File: src/rtl/serial_pkg.sv
// -----------------------------------------------------------------------------
// serial_pkg
// Shared definitions for the serial transceiver (transmitter and receiver).
//   DATA_BITS      : payload bits per frame
//   serial_state_t : frame state encoding used by the receiver FSM
// -----------------------------------------------------------------------------
package serial_pkg;

    localparam int DATA_BITS = 8;

    typedef enum logic [2:0] {
        IDLE,
        START,
        DATA,
        STOP,
        BREAK
    } serial_state_t;

endpackage : serial_pkg

File: src/rtl/sync2.sv
// -----------------------------------------------------------------------------
// sync2
// Two-flop synchronizer for a single asynchronous input.
//   clk  in  : destination clock
//   rst  in  : asynchronous active-high reset; both flops load RESET_VAL
//   d    in  : asynchronous input
//   q    out : synchronized output, two clk cycles behind d
// -----------------------------------------------------------------------------
module sync2 #(
    parameter logic RESET_VAL = 1'b1
) (
    input  logic clk,
    input  logic rst,
    input  logic d,
    output logic q
);

    logic meta;

    // NOTE: flops are written with non-blocking assignments so every register
    // samples the pre-edge value; blocking here would collapse the two stages.
    always_ff @(posedge clk or posedge rst) begin
        if (rst) begin
            meta <= RESET_VAL;
            q    <= RESET_VAL;
        end else begin
            meta <= d;
            q    <= meta;
        end
    end

endmodule : sync2

File: src/rtl/receiver.sv
// -----------------------------------------------------------------------------
// receiver
// Serial frame receiver: 1 start bit (low), DATA_BITS data bits LSB first,
// 1 stop bit (high), idle high. Oversamples din at CLK_DIV clocks per bit and
// samples each bit at mid-period.
//   clk       in      : system clock, rising edge
//   rst       in      : asynchronous active-high reset
//   din       in      : serial line, asynchronous, idle high
//   rx_data   out [8] : last correctly framed byte, held until next good frame
//   rx_valid  out     : one-cycle pulse when rx_data updates
//   rx_err    out     : one-cycle pulse when the stop bit is sampled low
//   rx_status out     : 1 = idle/ready, 0 = frame in progress (or line break)
// -----------------------------------------------------------------------------
module receiver
    import serial_pkg::*;
#(
    parameter int CLK_DIV = 16
) (
    input  logic                 clk,
    input  logic                 rst,
    input  logic                 din,
    output logic [DATA_BITS-1:0] rx_data,
    output logic                 rx_valid,
    output logic                 rx_err,
    output logic                 rx_status
);

    localparam int H     = CLK_DIV / 2;
    localparam int CNT_W = $clog2(CLK_DIV);
    localparam int IDX_W = $clog2(DATA_BITS);

    logic                 din_s;
    serial_state_t        state,    state_next;
    logic [CNT_W-1:0]     cnt,      cnt_next;
    logic [IDX_W-1:0]     bit_idx,  bit_idx_next;
    logic [DATA_BITS-1:0] shift,    shift_next;
    logic [DATA_BITS-1:0] data_next;
    logic                 valid_next;
    logic                 err_next;

    sync2 #(.RESET_VAL(1'b1)) u_sync (
        .clk (clk),
        .rst (rst),
        .d   (din),
        .q   (din_s)
    );

    always_ff @(posedge clk or posedge rst) begin
        if (rst) begin
            state    <= IDLE;
            cnt      <= '0;
            bit_idx  <= '0;
            shift    <= '0;
            rx_data  <= '0;
            rx_valid <= 1'b0;
            rx_err   <= 1'b0;
        end else begin
            state    <= state_next;
            cnt      <= cnt_next;
            bit_idx  <= bit_idx_next;
            shift    <= shift_next;
            rx_data  <= data_next;
            rx_valid <= valid_next;
            rx_err   <= err_next;
        end
    end

    // NOTE: every signal driven here gets a default first, so no path through
    // the case leaves one unassigned and no latch is inferred.
    always_comb begin
        state_next   = state;
        cnt_next     = cnt;
        bit_idx_next = bit_idx;
        shift_next   = shift;
        data_next    = rx_data;
        valid_next   = 1'b0;
        err_next     = 1'b0;

        unique case (state)
            IDLE: begin
                if (!din_s) begin
                    state_next = START;
                    cnt_next   = '0;
                end
            end
            START: begin
                // Re-check the line at mid start bit; a high here was a glitch.
                if (cnt == CNT_W'(H - 1)) begin
                    if (din_s) begin
                        state_next = IDLE;
                    end else begin
                        state_next   = DATA;
                        cnt_next     = '0;
                        bit_idx_next = '0;
                    end
                end else begin
                    cnt_next = cnt + 1'b1;
                end
            end
            DATA: begin
                // Counting from mid start bit, a full period lands mid data bit.
                if (cnt == CNT_W'(CLK_DIV - 1)) begin
                    shift_next   = {din_s, shift[DATA_BITS-1:1]};
                    cnt_next     = '0;
                    bit_idx_next = bit_idx + 1'b1;
                    if (bit_idx == IDX_W'(DATA_BITS - 1)) begin
                        state_next = STOP;
                    end
                end else begin
                    cnt_next = cnt + 1'b1;
                end
            end
            STOP: begin
                if (cnt == CNT_W'(CLK_DIV - 1)) begin
                    cnt_next = '0;
                    if (din_s) begin
                        data_next  = shift;
                        valid_next = 1'b1;
                        state_next = IDLE;
                    end else begin
                        err_next   = 1'b1;
                        state_next = BREAK;
                    end
                end else begin
                    cnt_next = cnt + 1'b1;
                end
            end
            BREAK: begin
                // Hold off until the line returns high so a stuck-low line is
                // not decoded as an endless run of 0x00 frames.
                if (din_s) begin
                    state_next = IDLE;
                end
            end
            default: begin
                state_next = IDLE;
            end
        endcase
    end

    assign rx_status = (state == IDLE);

endmodule : receiver
File: config.mk
export PLATFORM = sky130hd
export DESIGN_NAME = receiver
export DESIGN_NICKNAME = d
export VERILOG_FILES = /design/src/rtl/serial_pkg.sv /design/src/rtl/sync2.sv /design/src/rtl/receiver.sv
export SDC_FILE = /design/constraint.sdc
export NUM_CORES = 1
export LEC_CHECK = 0
export ABC_CLOCK_PERIOD_IN_PS = 3900
export CAP_MARGIN = 20
export CORE_MARGIN = 10
export CORE_UTILIZATION = 62
export CTS_BUF_LIST = sky130_fd_sc_hd__clkbuf_8
export CTS_CLUSTER_SIZE = 28
export DETAILED_ROUTE_END_ITERATION = 8
export GPL_ROUTABILITY_DRIVEN = 0
export GPL_TIMING_DRIVEN = 1
export PLACE_DENSITY = 0.86
export SLEW_MARGIN = 15
export SYNTH_ARGS = -nofsm -noshare
export SYNTH_HDL_FRONTEND = slang
export SYNTH_SLANG_ARGS = --single-unit
File: constraint.sdc
create_clock -name clk -period 3.9 [get_ports clk]
set_input_delay 1.17 -clock clk [delete_from_list [all_inputs] [get_ports clk]]
set_output_delay 1.17 -clock clk [all_outputs]
set_load 0.02 [all_outputs]
==> results.toml, run 1 <==
[grt]
grt-ovfl-total = 0
antenna_found_initial = 0
grt_max_degree = 31
grt_pass1_vias = 916
grt_usage_pct = 11.6
grt_first_pass_wirelength_um = 3900

[pwr]
switching_share_pct = 31.6
p_clk_share_pct = 28.3
p_leak_nw = 0.771
power_frac_seq_pct = 51.5
combPwrFrac_pct = 20.2
ir_drop_v = 0.000383
power_density_nw_per_um2 = 514
p_sw_uw = 251
intPower_uw = 542
p_total_uw = 794

[routing]
vias = 932
drtPass1Iterations = 6
drt_drc_violations_left = 0
drt_iter0_markers = 22
wl_um = 2370
drt.antenna.violating_nets = 0
via_per_inst = 5.68
wl_per_cell_um = 14.4

[worst_hold_path]
hp-class = "register to register"

[setup_path]
r2r_cells = 6
path_max_fanout = 13
endpoint = "rx_status"
startpoint = "state[1]"
critPathSlowestCell = "clkdlybuf4s50_1"
required_ns = 2.73
r2r-start = "cnt[0]"
endpoint_kind = "output port"
critPathKind = "register to output port"
cp-start-kind = "register"
path_depth = 2
critPathMaxStageDelay_ns = 0.63
reg2reg_to = "bit_idx[0]"
worstPathCellList = "nor3_1 > clkdlybuf4s50_1"
crit_arrival_ns = 1.64
cp_top_family = "buffers and inverters"
rrSetupSlack_ns = 1.92
crit_buf_inv = 1

[timing]
finalCritPeriodShare_pct = 72.1
tightest_slew_ns = 0.556
fin_ws_ns = 1.09
maxSlewHeadroom_pct = 62.4
setup_violations = 0
max_freq_mhz = 356
rsz0062_at_grt = "no"
period_minus_slack_ns = 2.81
hold_violations = 0
slew_violations = 0
tns_ns = 0
final.setup_skew_ns = 0.00454

[die]
start_util_pct = 66.1
core_um2 = 2000
rows = 16
die_w_um = 66.2
chipHeight_um = 66.2
fp.dieArea_um2 = 4380
num_io_pins = 14

[clocking]
cts_buffers = 5
cts_resized = 0
clkLatencyLatePin_ns = 0.28
cts_max_level = 2
clk_path_buf_depth = 2
cts_num_sinks = 30
clk_transition_reported_paths_ns = 0.06
cts-root-buf = "clkbuf_8"
cts_setup_buffers = 0
cts_hold_buf = 0
cts_tree = "built"

[synthesis]
syn_area_um2 = 1320
synth_top_cell_area_share_pct = 53.0
syn_nets = 128
synthDistinctLibCells = 32
syn_avg_cell_area_um2 = 10.8
yosys_warnings = 0
syn_inst = 122
ys_ff_latch = 30
ys_seq_area_share_pct = 57.0
synth.area.top_cells = "dfrtp_1 53%, mux2_2 7.7%, nand2_1 7.7%, dfstp_2 4.0%, ha_1 2.8%"
yosys.area.top_type = "dfrtp_1"

[layout]
drive_gt1_share_pct = 16.8
final_nets = 142
n_fill_cell = 137
layout_common_cells = "28 x dfrtp_1, 27 x nand2_1, 13 x clkdlybuf4s50_1"
syn_to_final_growth_pct = 16.7
n_antenna_cell = 0
final_common_cell = "dfrtp_1"

[flow_run]
maxCapViolations = 0

[place]
hpwl_um = 1660
io_buffer_count = 13
place_ws_ns = 1.39

[outcome]
status = "finished clean"
[stage by stage]
stage | util [%] | std cells | cell area [um^2] | hold slack, ns
floorplan | - | 122 | 1320 | 0.345
global route | 77.1 | 164 | 1540 | 0.364
finish | 77.1 | 164 | 1540 | 0.356
CTS | 77.1 | 164 | 1540 | 0.357
global placement | 73.1 | 156 | 1460 | 0.347
detailed placement | 73.1 | 156 | 1460 | 0.348
[cells by family (layout without fill, tap and decap cells)]
group | Yosys count | in the layout | synth area share [%]
AOI/OAI and AO/OA | 19 | 19 | 9.93
xor gates and xnor gates | 1 | 1 | 0.662
adders and majority gates | 3 | 3 | 2.84
buffers and inverters | 14 | 29 | 4.64
DFF | 30 | 30 | 57.0
muxes | 10 | 10 | 8.42
and+or+nand+nor | 45 | 45 | 16.6
[area by class of cell]
class,count,area (um^2),share of cell area (%)
multi-input cells,78,508,32.9
well taps,27,33.8,2.19
repair buffers,15,145,9.41
clock inverters,3,11.3,0.730
inverters,6,22.5,1.46
clock buffers,5,68.8,4.46
flip-flops and latches,30,753,48.8
[how the worst min path moves through the flow]
stage,from,end,slack (ns),cells past startpoint
finish,u_sync.meta,u_sync.q,0.36,0
global route,u_sync.meta,u_sync.q,0.36,0
detailed placement,u_sync.meta,u_sync.q,0.35,0
global placement,u_sync.meta,u_sync.q,0.35,0
floorplan,u_sync.meta,u_sync.q,0.35,0
CTS,u_sync.meta,u_sync.q,0.36,0
[registers in the layout (all words and copies together) (netlist names)]
signal	flops
rx_valid	1
u_sync.meta	1
state	3
bit_idx	3
rx_err	1
rx_data	8
shift	8
cnt	4
u_sync.q	1
[power by group through the flow]
stage / sequential [mW] / clock, mW / combinational [mW]
final: 0.409 / 0.224 / 0.160
after global routing: 0.416 / 0.243 / 0.183
after floorplan: 0.373 / 0 / 0.167
after CTS: 0.407 / 0.231 / 0.163
after detailed placement: 0.413 / 0 / 0.162
after global placement: 0.408 / 0 / 0.153
[cells in the mapped netlist, drive strengths merged]
cell	n
buf	5
ha	3
dfrtp	28
a32oi	1
o22ai	2
clkbuf	3
o21a	1
a22o	3
nor2	6
nor3	3
nor4bb	1
o221a	1
a21oi	3
nand3	3
nor4b	1
mux2i	1
o31ai	2
nand3b	1
a31oi	2
dfstp	2
nor4	1
a21o	1
or4b	1
mux2	9
o21ai	3
nand2	28
inv	6
xor2	1
[layer usage]
layer | part of all wire (%) | GRT usage, %
met1 | 43 | 13.0
met2 | 50 | 18.2
met3 | 5.4 | 4.07
met4 | 1.9 | 7.33
met5 | 0 | 0
Power figures use the tool's default switching activity.
==> inputs of run 2 (changes only) <==
Settings changed: ABC_CLOCK_PERIOD_IN_PS 3900 to 2300, CORE_UTILIZATION 62 to 52, PLACE_DENSITY 0.86 to 0.77.
Clock period 3.9 ns to 2.3 ns, I/O delays scaled along.
==> results.toml, run 2 (synthesis gave the netlist of run 1 again) <==
[clocking]
cts_resized = 0
cts_tree = "built"
cts_max_level = 2
clk_transition_reported_paths_ns = 0.06
cts_num_sinks = 30
cts-root-buf = "clkbuf_8"
cts_hold_buf = 0
clk_path_buf_depth = 2
clkLatencyLatePin_ns = 0.28
cts_setup_buffers = 0
cts_buffers = 5

[layout]
seqCellArea_um2 = 753
final_common_cell = "dfrtp_1"
final_nets = 144
multi_input_area_um2 = 508
n_antenna_cell = 0
finalNonFillerCells = 169
drive_gt1_share_pct = 19.4
stdcell_area_um2 = 1590
top_regs = "rx_data x8, shift x8, cnt x4"
layout_common_cells = "28 x dfrtp_1, 27 x nand2_1, 12 x clkdlybuf4s50_1"
n_fill_cell = 186
syn_to_final_growth_pct = 20.1

[timing]
tightest_slew_ns = 0.602
setup_violations = 0
whs_ns = 0.358
slew_violations = 0
max_freq_mhz = 508
rsz0062_at_grt = "no"
tns_ns = 0
final.setup_skew_ns = 0.00494
maxSlewHeadroom_pct = 59.3
hold_violations = 0
fin_ws_ns = 0.331
period_minus_slack_ns = 1.97
finalCritPeriodShare_pct = 85.6

[flow_run]
maxCapViolations = 0

[place]
hpwl_um = 1920
io_buffer_count = 13
place_ws_ns = 0.336
dp_cells = 161
place_area_um2 = 1490

[pwr]
ir_drop_v = 0.000728
power_density_nw_per_um2 = 892
p_leak_nw = 0.804

[die]
fp.dieArea_um2 = 4960
chipHeight_um = 70.4
rows = 18
num_io_pins = 14
core_um2 = 2450
die_w_um = 70.4
start_util_pct = 53.9

[worst_hold_path]
hp-class = "register to register"

[routing]
vias = 951
wl_per_cell_um = 15.9
via_per_inst = 5.63
drt_drc_violations_left = 0
drt_iter0_markers = 47
wl_um = 2690
drt.antenna.violating_nets = 0
drtPass1Iterations = 4

[setup_path]
required_ns = 2.47
critPathKind = "register to register"
cp-start-kind = "register"
path_max_fanout = 8
critPathMaxStageDelay_ns = 0.54
crit_buf_inv = 0
crit_arrival_ns = 2.13
worstPathCellList = "ha_1 > nor4bb_1 > a31oi_1 > mux2_2"
critPathSlowestCell = "nor4bb_1"
endpoint_kind = "register"
cp_top_family = "simple AND/OR/NAND/NOR gates"

[grt]
grt_max_degree = 19
grt-ovfl-total = 0
grt_first_pass_wirelength_um = 4580
grt_pass1_vias = 995
grt_usage_pct = 11.4
antenna_found_initial = 0

[outcome]
status = "finished clean"
[run 2: cell type report]
type / instances / area share (%)
clock buffer: 6 / 5.20
sequential: 30 / 47.4
tap: 30 / 2.36
multi-input combinational: 78 / 32.0
clock inverter: 2 / 0.552
timing repair buffer: 17 / 11.0
inverter: 6 / 1.42
[run 2: per-layer routing]
metal  routed length [um]  GRT usage [%]
met5                    0              0
met4                   51           5.92
met3                  193           4.80
met2                 1360           19.0
met1                 1090           12.0
[run 2: final timing paths]
check	cells past startpoint	slack [ns]	end	startpoint
hold reg to reg	0	0.36	u_sync.q	u_sync.meta
min in group asynchronous	2	0.75	bit_idx[2]	rst
hold / removal	0	0.36	u_sync.q	u_sync.meta
setup / recovery	4	0.33	bit_idx[0]	cnt[0]
max in group asynchronous	3	1.07	rx_data[5]	rst
setup reg to reg	4	0.33	bit_idx[0]	cnt[0]
[run 2: stage by stage]
stage / total power, mW / util [%]
after floorplan: 0.916 / -
after global placement: 0.965 / 60.9
after detailed placement: 0.992 / 60.9
after CTS: 1.42 / 64.6
after global routing: 1.50 / 64.7
final: 1.42 / 64.7
[run 2: power breakdown]
group          total [mW]  leakage [nW]  switching (mW)  internal (mW)
clock               0.428        0.0524           0.192          0.236
combinational       0.322         0.353           0.177          0.145
sequential          0.667         0.399          0.0790          0.588
total                1.42         0.804           0.447          0.969
==> inputs of run 3 (changes only) <==
Settings changed: TNS_END_PERCENT set to 30.
==> results of run 3 <==
The final DEF is identical to that of run 2; final timing and power are the same.
